--- src/rtl/multicycle_control_if.sv ---
`default_nettype none
// ============================================================================
//  Module   : multicycle_control_if
//  Brief    : Control/datapath bundle between the multicycle MIPS control FSM
//             and the datapath it sequences.
//  Revision : 1.0 - initial release
// ============================================================================
interface multicycle_control_if;
    logic [5:0] opcode;
    logic       mem_ready;
    logic [1:0] ALUOp;
    logic       ALUSrcA;
    logic [1:0] ALUSrcB;
    logic       IorD;
    logic       mem_read;
    logic       mem_write;
    logic       ir_write;
    logic       reg_write;
    logic       RegDst;
    logic       MemtoReg;
    logic       pc_write;
    logic       pc_write_cond;
    logic [1:0] PCSource;
    logic       illegal_op;
    logic [3:0] state;

    modport master (
        input  opcode, mem_ready,
        output ALUOp, ALUSrcA, ALUSrcB, IorD, mem_read, mem_write, ir_write,
               reg_write, RegDst, MemtoReg, pc_write, pc_write_cond, PCSource,
               illegal_op, state
    );

    modport slave (
        output opcode, mem_ready,
        input  ALUOp, ALUSrcA, ALUSrcB, IorD, mem_read, mem_write, ir_write,
               reg_write, RegDst, MemtoReg, pc_write, pc_write_cond, PCSource,
               illegal_op, state
    );
endinterface
`default_nettype wire

--- src/rtl/multicycle_control.sv ---
`default_nettype none
// ============================================================================
//  Module   : multicycle_control
//  Brief    : Main control FSM of the multicycle MIPS datapath with memory
//             wait handshake and illegal-opcode flagging.
//  Revision : 1.0 - initial release
// ============================================================================
module multicycle_control #(
    parameter logic [5:0] OP_RTYPE = 6'b000000,
    parameter logic [5:0] OP_LW    = 6'b100011,
    parameter logic [5:0] OP_SW    = 6'b101011,
    parameter logic [5:0] OP_BEQ   = 6'b000100,
    parameter logic [5:0] OP_J     = 6'b000010
) (
    input  logic                 clk,
    input  logic                 reset,
    multicycle_control_if.master bus
);

    typedef enum logic [3:0] {
        S_FETCH   = 4'd0,
        S_DECODE  = 4'd1,
        S_MEMADR  = 4'd2,
        S_MEMRD   = 4'd3,
        S_MEMWB   = 4'd4,
        S_MEMWR   = 4'd5,
        S_EXEC    = 4'd6,
        S_RCOMP   = 4'd7,
        S_BRANCH  = 4'd8,
        S_JUMP    = 4'd9,
        S_ILLEGAL = 4'd10
    } state_t;

    state_t r_state;
    state_t w_next_state;
    logic   r_is_load;

    always_ff @(posedge clk) begin
        if (reset) begin
            r_state   <= S_FETCH;
            r_is_load <= 1'b0;
        end else begin
            r_state <= w_next_state;
            if (r_state == S_DECODE) begin
                r_is_load <= (bus.opcode == OP_LW);
            end
        end
    end

    // Outputs depend only on r_state and mem_ready; opcode feeds next-state only.
    always_comb begin
        w_next_state      = S_FETCH;
        bus.ALUOp         = 2'b00;
        bus.ALUSrcA       = 1'b0;
        bus.ALUSrcB       = 2'b00;
        bus.IorD          = 1'b0;
        bus.mem_read      = 1'b0;
        bus.mem_write     = 1'b0;
        bus.ir_write      = 1'b0;
        bus.reg_write     = 1'b0;
        bus.RegDst        = 1'b0;
        bus.MemtoReg      = 1'b0;
        bus.pc_write      = 1'b0;
        bus.pc_write_cond = 1'b0;
        bus.PCSource      = 2'b00;
        bus.illegal_op    = 1'b0;

        case (r_state)
            S_FETCH: begin
                w_next_state = bus.mem_ready ? S_DECODE : S_FETCH;
                bus.mem_read = 1'b1;
                bus.ALUSrcB  = 2'b01;
                bus.ir_write = bus.mem_ready;
                bus.pc_write = bus.mem_ready;
            end
            S_DECODE: begin
                if (bus.opcode == OP_LW || bus.opcode == OP_SW) w_next_state = S_MEMADR;
                else if (bus.opcode == OP_RTYPE)                w_next_state = S_EXEC;
                else if (bus.opcode == OP_BEQ)                  w_next_state = S_BRANCH;
                else if (bus.opcode == OP_J)                    w_next_state = S_JUMP;
                else                                            w_next_state = S_ILLEGAL;
                bus.ALUSrcB = 2'b11;
            end
            S_MEMADR: begin
                w_next_state = r_is_load ? S_MEMRD : S_MEMWR;
                bus.ALUSrcA  = 1'b1;
                bus.ALUSrcB  = 2'b10;
            end
            S_MEMRD: begin
                w_next_state = bus.mem_ready ? S_MEMWB : S_MEMRD;
                bus.mem_read = 1'b1;
                bus.IorD     = 1'b1;
            end
            S_MEMWB: begin
                bus.reg_write = 1'b1;
                bus.MemtoReg  = 1'b1;
            end
            S_MEMWR: begin
                w_next_state  = bus.mem_ready ? S_FETCH : S_MEMWR;
                bus.mem_write = 1'b1;
                bus.IorD      = 1'b1;
            end
            S_EXEC: begin
                w_next_state = S_RCOMP;
                bus.ALUSrcA  = 1'b1;
                bus.ALUOp    = 2'b10;
            end
            S_RCOMP: begin
                bus.reg_write = 1'b1;
                bus.RegDst    = 1'b1;
            end
            S_BRANCH: begin
                bus.ALUSrcA       = 1'b1;
                bus.ALUOp         = 2'b01;
                bus.pc_write_cond = 1'b1;
                bus.PCSource      = 2'b01;
            end
            S_JUMP: begin
                bus.pc_write = 1'b1;
                bus.PCSource = 2'b10;
            end
            S_ILLEGAL: begin
                bus.illegal_op = 1'b1;
            end
            default: begin
                w_next_state = S_FETCH;
            end
        endcase

        // Reset masks every enable and select regardless of the held state.
        if (reset) begin
            bus.ALUOp         = 2'b00;
            bus.ALUSrcA       = 1'b0;
            bus.ALUSrcB       = 2'b00;
            bus.IorD          = 1'b0;
            bus.mem_read      = 1'b0;
            bus.mem_write     = 1'b0;
            bus.ir_write      = 1'b0;
            bus.reg_write     = 1'b0;
            bus.RegDst        = 1'b0;
            bus.MemtoReg      = 1'b0;
            bus.pc_write      = 1'b0;
            bus.pc_write_cond = 1'b0;
            bus.PCSource      = 2'b00;
            bus.illegal_op    = 1'b0;
        end
    end

    assign bus.state = r_state;

endmodule
`default_nettype wire

--- src/flat_wrapper.sv ---
// flat-port wrapper written by rule: the top's interface ports become plain ports
module multicycle_control_flat 
#(
    parameter logic [5:0] OP_RTYPE = 6'b000000,
    parameter logic [5:0] OP_LW    = 6'b100011,
    parameter logic [5:0] OP_SW    = 6'b101011,
    parameter logic [5:0] OP_BEQ   = 6'b000100,
    parameter logic [5:0] OP_J     = 6'b000010
)
  (clk, reset, bus_opcode, bus_mem_ready, bus_ALUOp, bus_ALUSrcA, bus_ALUSrcB, bus_IorD, bus_mem_read, bus_mem_write, bus_ir_write, bus_reg_write, bus_RegDst, bus_MemtoReg, bus_pc_write, bus_pc_write_cond, bus_PCSource, bus_illegal_op, bus_state);
  multicycle_control_if bus_i ();
  input  logic clk;
  input  logic reset;
  input wire logic [$bits(bus_i.opcode)-1:0] bus_opcode;
  input wire logic [$bits(bus_i.mem_ready)-1:0] bus_mem_ready;
  output wire logic [$bits(bus_i.ALUOp)-1:0] bus_ALUOp;
  output wire logic [$bits(bus_i.ALUSrcA)-1:0] bus_ALUSrcA;
  output wire logic [$bits(bus_i.ALUSrcB)-1:0] bus_ALUSrcB;
  output wire logic [$bits(bus_i.IorD)-1:0] bus_IorD;
  output wire logic [$bits(bus_i.mem_read)-1:0] bus_mem_read;
  output wire logic [$bits(bus_i.mem_write)-1:0] bus_mem_write;
  output wire logic [$bits(bus_i.ir_write)-1:0] bus_ir_write;
  output wire logic [$bits(bus_i.reg_write)-1:0] bus_reg_write;
  output wire logic [$bits(bus_i.RegDst)-1:0] bus_RegDst;
  output wire logic [$bits(bus_i.MemtoReg)-1:0] bus_MemtoReg;
  output wire logic [$bits(bus_i.pc_write)-1:0] bus_pc_write;
  output wire logic [$bits(bus_i.pc_write_cond)-1:0] bus_pc_write_cond;
  output wire logic [$bits(bus_i.PCSource)-1:0] bus_PCSource;
  output wire logic [$bits(bus_i.illegal_op)-1:0] bus_illegal_op;
  output wire logic [$bits(bus_i.state)-1:0] bus_state;
  assign bus_i.opcode = bus_opcode;
  assign bus_i.mem_ready = bus_mem_ready;
  assign bus_ALUOp = bus_i.ALUOp;
  assign bus_ALUSrcA = bus_i.ALUSrcA;
  assign bus_ALUSrcB = bus_i.ALUSrcB;
  assign bus_IorD = bus_i.IorD;
  assign bus_mem_read = bus_i.mem_read;
  assign bus_mem_write = bus_i.mem_write;
  assign bus_ir_write = bus_i.ir_write;
  assign bus_reg_write = bus_i.reg_write;
  assign bus_RegDst = bus_i.RegDst;
  assign bus_MemtoReg = bus_i.MemtoReg;
  assign bus_pc_write = bus_i.pc_write;
  assign bus_pc_write_cond = bus_i.pc_write_cond;
  assign bus_PCSource = bus_i.PCSource;
  assign bus_illegal_op = bus_i.illegal_op;
  assign bus_state = bus_i.state;
  multicycle_control #(.OP_RTYPE(OP_RTYPE), .OP_LW(OP_LW), .OP_SW(OP_SW), .OP_BEQ(OP_BEQ), .OP_J(OP_J)) u_core (.clk(clk), .reset(reset), .bus(bus_i));
endmodule
--- config.mk ---
export PLATFORM = sky130hd
export DESIGN_NAME = multicycle_control_flat
export DESIGN_NICKNAME = d
export VERILOG_FILES = /design/src/rtl/multicycle_control_if.sv /design/src/rtl/multicycle_control.sv /design/src/flat_wrapper.sv
export SDC_FILE = /design/constraint.sdc
export NUM_CORES = 1
export LEC_CHECK = 0
export ABC_AREA = 1
export BUFFER_PORTS_ARGS = -buffer_cell sky130_fd_sc_hd__buf_4
export CAP_MARGIN = 5
export CORE_AREA = 3 3 40 42
export CTS_CLUSTER_SIZE = 30
export DETAILED_ROUTE_END_ITERATION = 7
export DIE_AREA = 0 0 43 45
export GPL_ROUTABILITY_DRIVEN = 0
export PLACE_DENSITY = 0.69
export SETUP_SLACK_MARGIN = 0.05
export SLEW_MARGIN = 10
export SYNTH_ARGS = -nofsm -noshare
export SYNTH_HDL_FRONTEND = slang
export SYNTH_SLANG_ARGS = --single-unit
--- constraint.sdc ---
create_clock -name clk -period 3.25 [get_ports clk]
set_input_delay 0.975 -clock clk [delete_from_list [all_inputs] [get_ports clk]]
set_output_delay 0.975 -clock clk [all_outputs]
set_load 0.05 [all_outputs]
==> summary.md <==
| Metric | Value |
|---|---|
| Synth top area share | 0.228 |
| Max-cap viol count | 0 |
| DP Wirelength | 1180 um |
| R2R setup slack | 2.09 ns |
| Final-report hold violation count | 0 |
| Pleak | 0.407 nW |
| Via count | 658 |
| Total gr overflow | 0 |
| Reg clk slew, reported paths | ~0.040 ns |
| I/O pins | 30 |
| Die height | approximately 45 um |
| Syn Nets | around 100 |
| Share of post-route cells with drive strength above 1 | 0.336 |
| Unrepaired setup endpoints after global routing | false |
| First-pass GRT wire length | 2300 um |
| DRT Pass-1 Iters | 3 |
| Setup tns final | 0 ns |
| Post-synthesis compound-gate area fraction | 0.0864 |
| Routed WL | 1370 um |
| Setup WS pre-CTS | 0.395 ns |
| Antenna-violating nets left | 0 |
| Synth area leaders | nor2_1 (23%), dfxtp_1 (21%), nand2_1 (14%) |
| Largest net degree at the start of global routing | 9 |
| Max Clk Rate | 351 MHz |
| Dpl cell area | roughly 710 sq um |
| Fin worst setup slack | about 0.4 ns |
| Final setup viols | 0 |
| Die ar. | 1940 sq um |
| CP endpoint kind | output port |
| Vias in the first global route | just under 600 |
| Final period util | 0.876 |
| # H-tree levels | 1 |
| Mapped Cells | 93 |
| Peak supply drop | 0.186 mV |
| Initial Utilization | 0.372 |
| CP Data Arrival Time | 1.87 ns |
| Synth Area per Inst | 5.14 sq um |
| R2r worst-path depth | 6 |
| Post-Route Utilization | 0.573 |
| Hold Buf Count CTS | 0 |
| Worst R2R Start | u_core.bus.state[1] |
| Max-slew violations | 0 |
| Yosys warns | 0 |
| Vias per cell | 4.70 |
| Clock latency on the worst-skew pair | 0.24 ns |
| Status | completed |
| Std cell rows | 13 |
| CP Max Fanout | 6 |
| Mux cell area share after synthesis | 0 |
| Post-Synth Simple-Gate Area | 0.571 |
| IO buf count | 29 |
| Antenna cells | 0 |
| DR WL/cell | 9.75 um |
| Reg2reg end | u_core.bus.state[0] |
| Setup Skew | 0.00827 ns |
| Initial antenna violation count | 0 |
| Clk root buf | clkbuf_4 |
| Register bit total from synthesis | 5 |
| Hold WC Path Type | flip-flop to flip-flop |
| Overall Power | 0.321 mW |
| Tmin final | ~2.8 ns |
| Sequential element share of the synthesized area | 0.209 |
| Kind of critical path | primary input to output port |
| Largest family of logic cells by synthesized area | simple AND/OR/NAND/NOR gates |
| Clk sinks | 5 |
| Setup Fix Bufs, Post-CTS | 0 |
| Count of cell types in the netlist | 16 |
| Post-CTS Resized | 0 |
| Leading area contributor after synthesis | nor2_1 |
| Synth Area in XOR/XNOR | 0 |
| Max Root-Sink Buffers | 2 |
| CP Launch Type | primary input |
| Hold-critical path endpoint | u_core.r_is_load |
| CORE AREA | 1280 sq um |
| GRT Resource Usage Total | 0.153 |
| DR DRC count | 0 |
| Final Net Count | approximately 140 |
| PwrDens | 436 nW/um^2 |
| CTS Buf Count | 3 |
| Die X | 43 um |
| Worst hold start | u_core.r_is_load |
| Final Cell Area | 736 sq um |
| Synthesized area | 478 sq um |
| Detailed Route Iter0 Violations | 2 |
| CTS tree | built |
| Hold Path Depth | 2 |
| Slew HR | 0.837 |
| Adder-Cell Fraction of Synth Area | 0 |
| Critical Path RT | 2.27 ns |
| Actual slew at the worst max-slew pin | 0.244 ns |
| Area Overhead vs Synth | 53.9% |
==> how the worst max path moves through the flow <==
stage	start	end	slack, ns
global placement	reset	bus_pc_write	0.42
floorplan	reset	bus_pc_write	0.20
detailed placement	reset	bus_pc_write	0.40
finish	reset	bus_pc_write	0.40
global route	reset	bus_pc_write	0.31
CTS	reset	bus_pc_write	0.39
==> logic make-up after synthesis <==
group	after synthesis
compound gates	8
simple gates	64
buf+inv	16
flops	5
==> cells in the mapped netlist <==
cell and instances:
or2_0 1, dfxtp_1 5, clkinv_1 1, o21ai_0 1
nor2_1 29, nand2_2 2, buf_4 1, nor2_2 1
inv_2 5, inv_1 9, nand2_1 18, nand3_1 12
a21oi_1 5, o22ai_1 1, nor2_4 1, o21ai_1 1
==> area by class of cell <==
type                       count  area, sq um
inverter                      15         56.3
timing repair buffer          29          218
tap                           15         18.8
multi-input combinational     72          317
fill                         132          549
clock buffer                   4         26.3
sequential                     5          100
==> through the flow <==
stage	hold WS (ns)	cells
after global placement	0.527	136
after detailed placement	0.510	136
after CTS	0.522	140
after global routing	0.534	140
after floorplan	0.492	93
final	0.524	140
==> critical path: stages <==
cell	delay, ns
buf_4	0.13
inv_1	0.12
nand3_1	0.21
o22ai_1	0.21
buf_4	0.22
==> per-layer routing <==
layer | global-route usage | vias to the layer above | wire length (um)
met5 | 0 | - | 0
met4 | 0.0181 | 0 | 0
met3 | 0.0359 | 0 | 137
met2 | 0.311 | 30 | 673
met1 | 0.164 | 277 | 554
li1 | - | 351 | -
==> power breakdown <==
| group | switching (mW) | internal, mW | leakage, nW |
|---|---|---|---|
| combinational | 0.123 | 0.0501 | 0.352 |
| sequential | 0.00872 | 0.0687 | 0.0409 |
| clock | 0.0241 | 0.0463 | 0.0150 |
==> placed cells by master, fill, tap and decap left out <==
master	Yosys	final
nand2_1	18	18
dfxtp_1	5	5
o22ai_1	1	1
clkbuf_1	0	1
clkbuf_4	0	3
inv_1	9	9
inv_2	5	5
nand2_2	2	2
nor2_1	29	28
or2_0	1	1
buf_4	1	29
a21oi_1	5	5
clkinv_1	1	1
nor2_2	1	2
nor2_4	1	1
o21ai_1	1	2
nand3_1	12	12
==> sequential cells by signal, summed over array words and instances, names as in the netlist <==
name	cells
u_core.r_is_load	1
u_core.bus.state	4
No activity file was read; power rests on OpenSTA's default activity.
